<file path="config.mk">
export PLATFORM = sky130hd
export DESIGN_NAME = shreg_ser_ctrl_flat
export DESIGN_NICKNAME = d
export VERILOG_FILES = /design/src/rtl/shreg_ser_ctrl_if.sv /design/src/rtl/shreg_ser_ctrl.sv /design/src/flat_wrapper.sv
export SDC_FILE = /design/constraint.sdc
export NUM_CORES = 1
export LEC_CHECK = 0
export ABC_AREA = 1
export BUFFER_PORTS_ARGS = -buffer_cell sky130_fd_sc_hd__buf_2
export CAP_MARGIN = 20
export CORE_AREA = 5 5 42 44
export CTS_BUF_LIST = sky130_fd_sc_hd__clkbuf_4 sky130_fd_sc_hd__clkbuf_8
export DETAILED_ROUTE_END_ITERATION = 10
export DIE_AREA = 0 0 47 49
export SYNTH_ARGS = -nofsm -noshare
export SYNTH_HDL_FRONTEND = slang
export SYNTH_SLANG_ARGS = --single-unit
</file>
<file path="constraint.sdc">
create_clock -name clk -period 3.4 [get_ports clk]
set_clock_uncertainty 0.15 [all_clocks]
set_input_delay 0.68 -clock clk [delete_from_list [all_inputs] [get_ports clk]]
set_output_delay 0.68 -clock clk [all_outputs]
set_load 0.05 [all_outputs]
</file>
<file path="src/rtl/shreg_ser_ctrl_if.sv">
// Signal bundle between the PISO sequencer, its 4-bit shift register and the
// upstream/downstream handshakes. master = sequencer view, slave = environment view.
interface shreg_ser_ctrl_if #(
  parameter int WIDTH = 4
);
  logic             in_valid;
  logic [WIDTH-1:0] in_data;
  logic             in_ready;
  logic [WIDTH-1:0] sr_q;
  logic [WIDTH-1:0] sr_in;
  logic             sr_shr;
  logic             ser_valid;
  logic             ser_bit;
  logic             ser_last;
  logic             ser_ready;
  logic             busy;

  modport master (
    input  in_valid, in_data, sr_q, ser_ready,
    output in_ready, sr_in, sr_shr, ser_valid, ser_bit, ser_last, busy
  );

  modport slave (
    output in_valid, in_data, sr_q, ser_ready,
    input  in_ready, sr_in, sr_shr, ser_valid, ser_bit, ser_last, busy
  );
endinterface

</file>
<file path="src/rtl/shreg_ser_ctrl.sv">
// Sequencer that turns an enable-less load/shift register into an LSB-first
// parallel-in serial-out serializer with valid/ready on both sides.
module shreg_ser_ctrl #(
  parameter int WIDTH = 4,
  parameter int CNT_W = 2
) (
  input  logic              clk,
  input  logic              rst,
  shreg_ser_ctrl_if.master  bus
);

  typedef enum logic {IDLE, SEND} state_e;

  state_e           state_q, state_d;
  logic [CNT_W-1:0] cnt_q, cnt_d;
  logic             last;

  assign last        = (state_q == SEND) && (cnt_q == CNT_W'(WIDTH - 1));
  assign bus.ser_bit = bus.sr_q[0];

  // The register has no enable: every non-shift cycle must reload something,
  // so "hold" means feeding sr_q straight back onto sr_in.
  always_comb begin
    state_d       = state_q;
    cnt_d         = cnt_q;
    bus.in_ready  = 1'b0;
    bus.sr_shr    = 1'b0;
    bus.sr_in     = bus.sr_q;
    bus.ser_valid = 1'b0;
    bus.ser_last  = 1'b0;
    bus.busy      = 1'b0;
    if (rst) begin
      bus.sr_in = '0;
    end else begin
      case (state_q)
        IDLE: begin
          bus.in_ready = 1'b1;
          if (bus.in_valid) begin
            bus.sr_in = bus.in_data;
            cnt_d     = '0;
            state_d   = SEND;
          end
        end
        SEND: begin
          bus.busy      = 1'b1;
          bus.ser_valid = 1'b1;
          bus.ser_last  = last;
          if (bus.ser_ready) begin
            if (!last) begin
              bus.sr_shr = 1'b1;
              cnt_d      = cnt_q + CNT_W'(1);
            end else begin
              // last bit leaving: accept the next word in the same cycle
              bus.in_ready = 1'b1;
              if (bus.in_valid) begin
                bus.sr_in = bus.in_data;
                cnt_d     = '0;
              end else begin
                state_d = IDLE;
              end
            end
          end
        end
        default: state_d = IDLE;
      endcase
    end
  end

  always_ff @(posedge clk) begin
    if (rst) begin
      state_q <= IDLE;
      cnt_q   <= '0;
    end else begin
      state_q <= state_d;
      cnt_q   <= cnt_d;
    end
  end

endmodule

</file>
<file path="src/flat_wrapper.sv">
// flat-port wrapper written by rule: the top's interface ports become plain ports
module shreg_ser_ctrl_flat 
#(
  parameter int WIDTH = 4,
  parameter int CNT_W = 2
)
  (clk, rst, bus_in_valid, bus_in_data, bus_sr_q, bus_ser_ready, bus_in_ready, bus_sr_in, bus_sr_shr, bus_ser_valid, bus_ser_bit, bus_ser_last, bus_busy);
  shreg_ser_ctrl_if #(.WIDTH(WIDTH)) bus_i ();
  input  logic clk;
  input  logic rst;
  input wire logic [$bits(bus_i.in_valid)-1:0] bus_in_valid;
  input wire logic [$bits(bus_i.in_data)-1:0] bus_in_data;
  input wire logic [$bits(bus_i.sr_q)-1:0] bus_sr_q;
  input wire logic [$bits(bus_i.ser_ready)-1:0] bus_ser_ready;
  output wire logic [$bits(bus_i.in_ready)-1:0] bus_in_ready;
  output wire logic [$bits(bus_i.sr_in)-1:0] bus_sr_in;
  output wire logic [$bits(bus_i.sr_shr)-1:0] bus_sr_shr;
  output wire logic [$bits(bus_i.ser_valid)-1:0] bus_ser_valid;
  output wire logic [$bits(bus_i.ser_bit)-1:0] bus_ser_bit;
  output wire logic [$bits(bus_i.ser_last)-1:0] bus_ser_last;
  output wire logic [$bits(bus_i.busy)-1:0] bus_busy;
  assign bus_i.in_valid = bus_in_valid;
  assign bus_i.in_data = bus_in_data;
  assign bus_i.sr_q = bus_sr_q;
  assign bus_i.ser_ready = bus_ser_ready;
  assign bus_in_ready = bus_i.in_ready;
  assign bus_sr_in = bus_i.sr_in;
  assign bus_sr_shr = bus_i.sr_shr;
  assign bus_ser_valid = bus_i.ser_valid;
  assign bus_ser_bit = bus_i.ser_bit;
  assign bus_ser_last = bus_i.ser_last;
  assign bus_busy = bus_i.busy;
  shreg_ser_ctrl #(.WIDTH(WIDTH), .CNT_W(CNT_W)) u_core (.clk(clk), .rst(rst), .bus(bus_i));
endmodule
</file>
# Word level (Yosys, flattened, before mapping)
# Cells that the tools add are included.
# op_classes
add_sub_neg	1
eq_ne	2
mux	25
n_bitwise	1
reduce_logical	1
# op_table
cell	count
4-bit two-way mux	4
1-bit two-way mux	14
4-bit one-hot mux with 2 select lines	1
2-bit two-way mux	3
1-bit one-hot mux with 2 select lines	2
2-bit one-hot mux with 2 select lines	1
2-bit by 1-bit adder with 2-bit output (second input constant)	1
2-bit == test (second input constant)	1
2-bit != test (second input constant)	1
1-bit logical AND	1
1-bit inverter	1
# word_totals
reg_bits	3
out_inout_bits	10

# Depth between registers and ports, before layout
# depth
depth_word	6
mapped_depth	7
mapped_depth_nobuf	7

# Least setup slack after synthesis
# No wires, ideal clock.
# synth_path
path_kind	input-to-output
startpoint	in rst
endpoint	out bus_ser_last
arrival_time_ns	1.777
setup_slack_ns	0.793
stages	1
n_path_buf	0
path_cell_list	nor3_1
# synth_between
elab_chain_len	1
# synth_rtl
element	line_no	rtl
start: declaration	flat_wrapper.sv:10	input logic rst;
1-bit two-way mux	shreg_ser_ctrl.sv:32	if (rst) begin
end: declaration	flat_wrapper.sv:20	output wire logic [$bits(bus_i.ser_last)-1:0] bus_ser_last;
# No other way between the ends.

# Final worst setup path
# layout_path
startpoint	reg u_core.cnt_q[0]
endpoint	out bus_sr_in[1]
# layout_between
elab_chain_len	6
# layout_rtl
element	line_no	rtl
start: declaration	shreg_ser_ctrl.sv:15	logic [CNT_W-1:0] cnt_q, cnt_d;
start signal: assignment	shreg_ser_ctrl.sv:75	cnt_q <= cnt_d;
2-bit == test	shreg_ser_ctrl.sv:18	assign last = (state_q == SEND) && (cnt_q == CNT_W'(WIDTH - 1));
1-bit logical AND	shreg_ser_ctrl.sv:18	
4-bit two-way mux	shreg_ser_ctrl.sv:49	if (!last) begin
4-bit two-way mux	shreg_ser_ctrl.sv:48	if (bus.ser_ready) begin
4-bit one-hot mux with 2 select lines	shreg_ser_ctrl.sv:35	case (state_q)
4-bit two-way mux	shreg_ser_ctrl.sv:32	
end: declaration	flat_wrapper.sv:16	output wire logic [$bits(bus_i.sr_in)-1:0] bus_sr_in;
# No other way between the ends.

==> impl_metrics.csv <==
group,metric,value,unit
status,status,"finished clean",
sta,hold_violations,0,
sta,worst_slew_pin_slew,0.2535,ns
synthesis,yosys_warnings,0,
placement,placed_area,399.1,sq um
clocking,clockBufferDepth,2,
power,clockPowerShare,40.9,%
detailed_routing,drt_drc_violations_left,0,
floorplan,fp.dieArea,2303,sq um
cells_and_area,drive_gt1_share,41.89,%
clocking,clkSinkCount,3,
detailed_routing,dr_total_vias,352,
sta,setup_slack,1.070,ns
setup_path,worst_setup_path_start_kind,"flop",
floorplan,initial_utilization,20.62,%
cells_and_area,layout_common_cells,"buf_2, nand2_1, inv_1, nor2_1, clkbuf_4",
global_routing,grt_max_degree,9,
global_routing,grt_pass1_wl,1124,um
clocking,cts_buffers,3,
cells_and_area,finalNonFillerCells,90,
setup_path,crit_type,"reg -> out",
power,total_power,0.1716,mW
setup_path,cp_num_buf_inv,2,
sta,rsz0062_at_grt,"no",
cells_and_area,fill_cells,172,
power,p_switching,0.06507,mW
sta,setup_viol,0,
power,ir_worst_vdd,180.4,uV
placement,hpwl,610,um
cells_and_area,fin_util,30.63,%
clocking,cts_tree,"yes",
floorplan,dieWidth,47,um
sta,fmax,429.1,MHz
sta,final_max_slew_viol_count,0,
setup_path,critical_path_arrival,1.50,ns
power,leakage,0.2776,nW
setup_path,path_delay_family,"simple AND/OR/NAND/NOR gates",
floorplan,die_h,49,um
global_routing,grt_pass1_vias,304,
synthesis,avgSynthCellArea,5.667,sq um
placement,gp_congestion,0.6633,
clocking,cts-root-buf,"clkbuf_4",
cells_and_area,area_growth,48.49,%
placement,dp_cells,86,
clocking,ctsResizeCount,0,
floorplan,core,1401,sq um
placement,io_buffers,21,
floorplan,rows,14,
worst_hold_path,hp-class,"reg -> reg",
clocking,path_clk_slew,0.04,ns
detailed_routing,wl_per_cell,8.344,um
synthesis,synthDistinctLibCells,14,
synthesis,synth_seq_cells,3,
cells_and_area,final_nets,88,
synthesis,yosysSeqAreaShare,20.78,%
setup_path,path_cells,"ha_1 -> inv_1 -> nand2_1 -> nand3_4 -> nand2_1 -> nand2_1 -> nor2_2 -> buf_2",
sta,holdWs,0.3187,ns
detailed_routing,dr.pass1.iters,2,
global_routing,grt_use_total,6.545,%
setup_path,cp_slowest_cell,"dfxtp_1",
cells_and_area,diodes,0,
sta,min_period_over_period,68.54,%
power,swShare,37.93,%
job,cap_violations,0,
power,power_density,399.8,nW/um^2
clocking,htreeDepth,1,
setup_path,required,2.57,ns
setup_path,cpMostUsedCell,"nand2_1",
detailed_routing,drtIter0Drc,1,
cells_and_area,final_cell_area,429.2,sq um
power,seq_power_share,23.2,%
sta,finalCriticalPeriod,2.330,ns
detailed_routing,viasPerCell,3.911,
synthesis,syn_inst,51,
setup_path,end_kind,"primary output",
detailed_routing,routed_wl,751,um
synthesis,syn-num-nets,64,
global_routing,grt_remaining_overflow,0,
clocking,clk_latency,0.23,ns
floorplan,io_pins,22,
power,combPwrFrac,35.9,%
clocking,cts_setup_buffers,0,
placement,pre_cts_slack,1.077,ns
power,p_int,0.1065,mW
sta,relSlewSlack,83.21,%
setup_path,crit_fanout,8,
clocking,hold_buffers,0,
synthesis,syn_area,289.0,sq um
detailed_routing,final_antenna_net_count,0,
cells_and_area,layout_commonest_cell,"buf_2",
setup_path,critPathMaxStageDelay,0.35,ns
sta,tns,0,ns
global_routing,antenna_found_initial,0,
kinds of logic after synthesis:
kind of cell | after synthesis | synth area share (%)
DFF | 3 | 20.78
buffers and inverters | 12 | 18.18
AOI/OAI and AO/OA | 3 | 5.193
and+or+nand+nor | 32 | 51.51
adders and majority gates | 1 | 4.328
Yosys cell counts:
master,n,share of area [%]
nor3_1,1,1.7
nand3_4,1,6.1
nand2_2,1,2.2
dfxtp_1,3,21
inv_1,9,12
ha_1,1,4.3
buf_4,2,5.2
nand3_2,1,3.5
inv_2,1,1.3
nand2_1,17,22
nor2_1,9,12
o21ai_1,2,3.5
o21ai_0,1,1.7
nor2_2,2,4.3
state kept, by name (all words and copies together), names as in the netlist:
register	count
u_core.cnt_q	2
u_core.state_q	1
power groups by stage:
stage | Combinational, mW | Clock, mW | Sequential, mW
global route | 0.0669 | 0.0750 | 0.0400
CTS | 0.0624 | 0.0739 | 0.0397
floorplan | 0.0466 | 0 | 0.0399
detailed placement | 0.0620 | 0 | 0.0403
global placement | 0.0612 | 0 | 0.0403
finish | 0.0616 | 0.0703 | 0.0398
tightest hold or removal path: cells and delay by family, from the launching register on:
family           cells  cell delay, ns
flip-flops           1            0.30
AND/OR/NAND/NOR      1            0.06
AO/OA/AOI/OAI        1            0.06
final timing paths:
kind	start	to	slack, ns	cells past startpoint
setup / recovery	u_core.cnt_q[0]	bus_sr_in[1]	1.07	8
hold / removal	u_core.cnt_q[1]	u_core.cnt_q[1]	0.32	2
setup reg to reg	u_core.cnt_q[0]	u_core.cnt_q[0]	2.16	7
hold reg to reg	u_core.cnt_q[1]	u_core.cnt_q[1]	0.32	2
cell type report:
class / instances / area (sq um) / share of cell area [%]
clock buffer: 4 / 30.03 / 6.997
inverter: 10 / 37.54 / 8.746
multi-input combinational: 36 / 176.4 / 41.11
sequential: 3 / 60.06 / 13.99
tap: 16 / 20.02 / 4.665
timing repair buffer: 21 / 105.1 / 24.49
layer usage:
metal / vias to the layer above / wire (um) / global-route usage [%]
met5: - / 0 / 0
met4: 0 / 0 / 4.147
met1: 141 / 300 / 7.018
met2: 17 / 348 / 10.41
li1: 194 / - / -
met3: 0 / 102 / 2.214
Note: power is estimated with default switching activity, not from simulation.
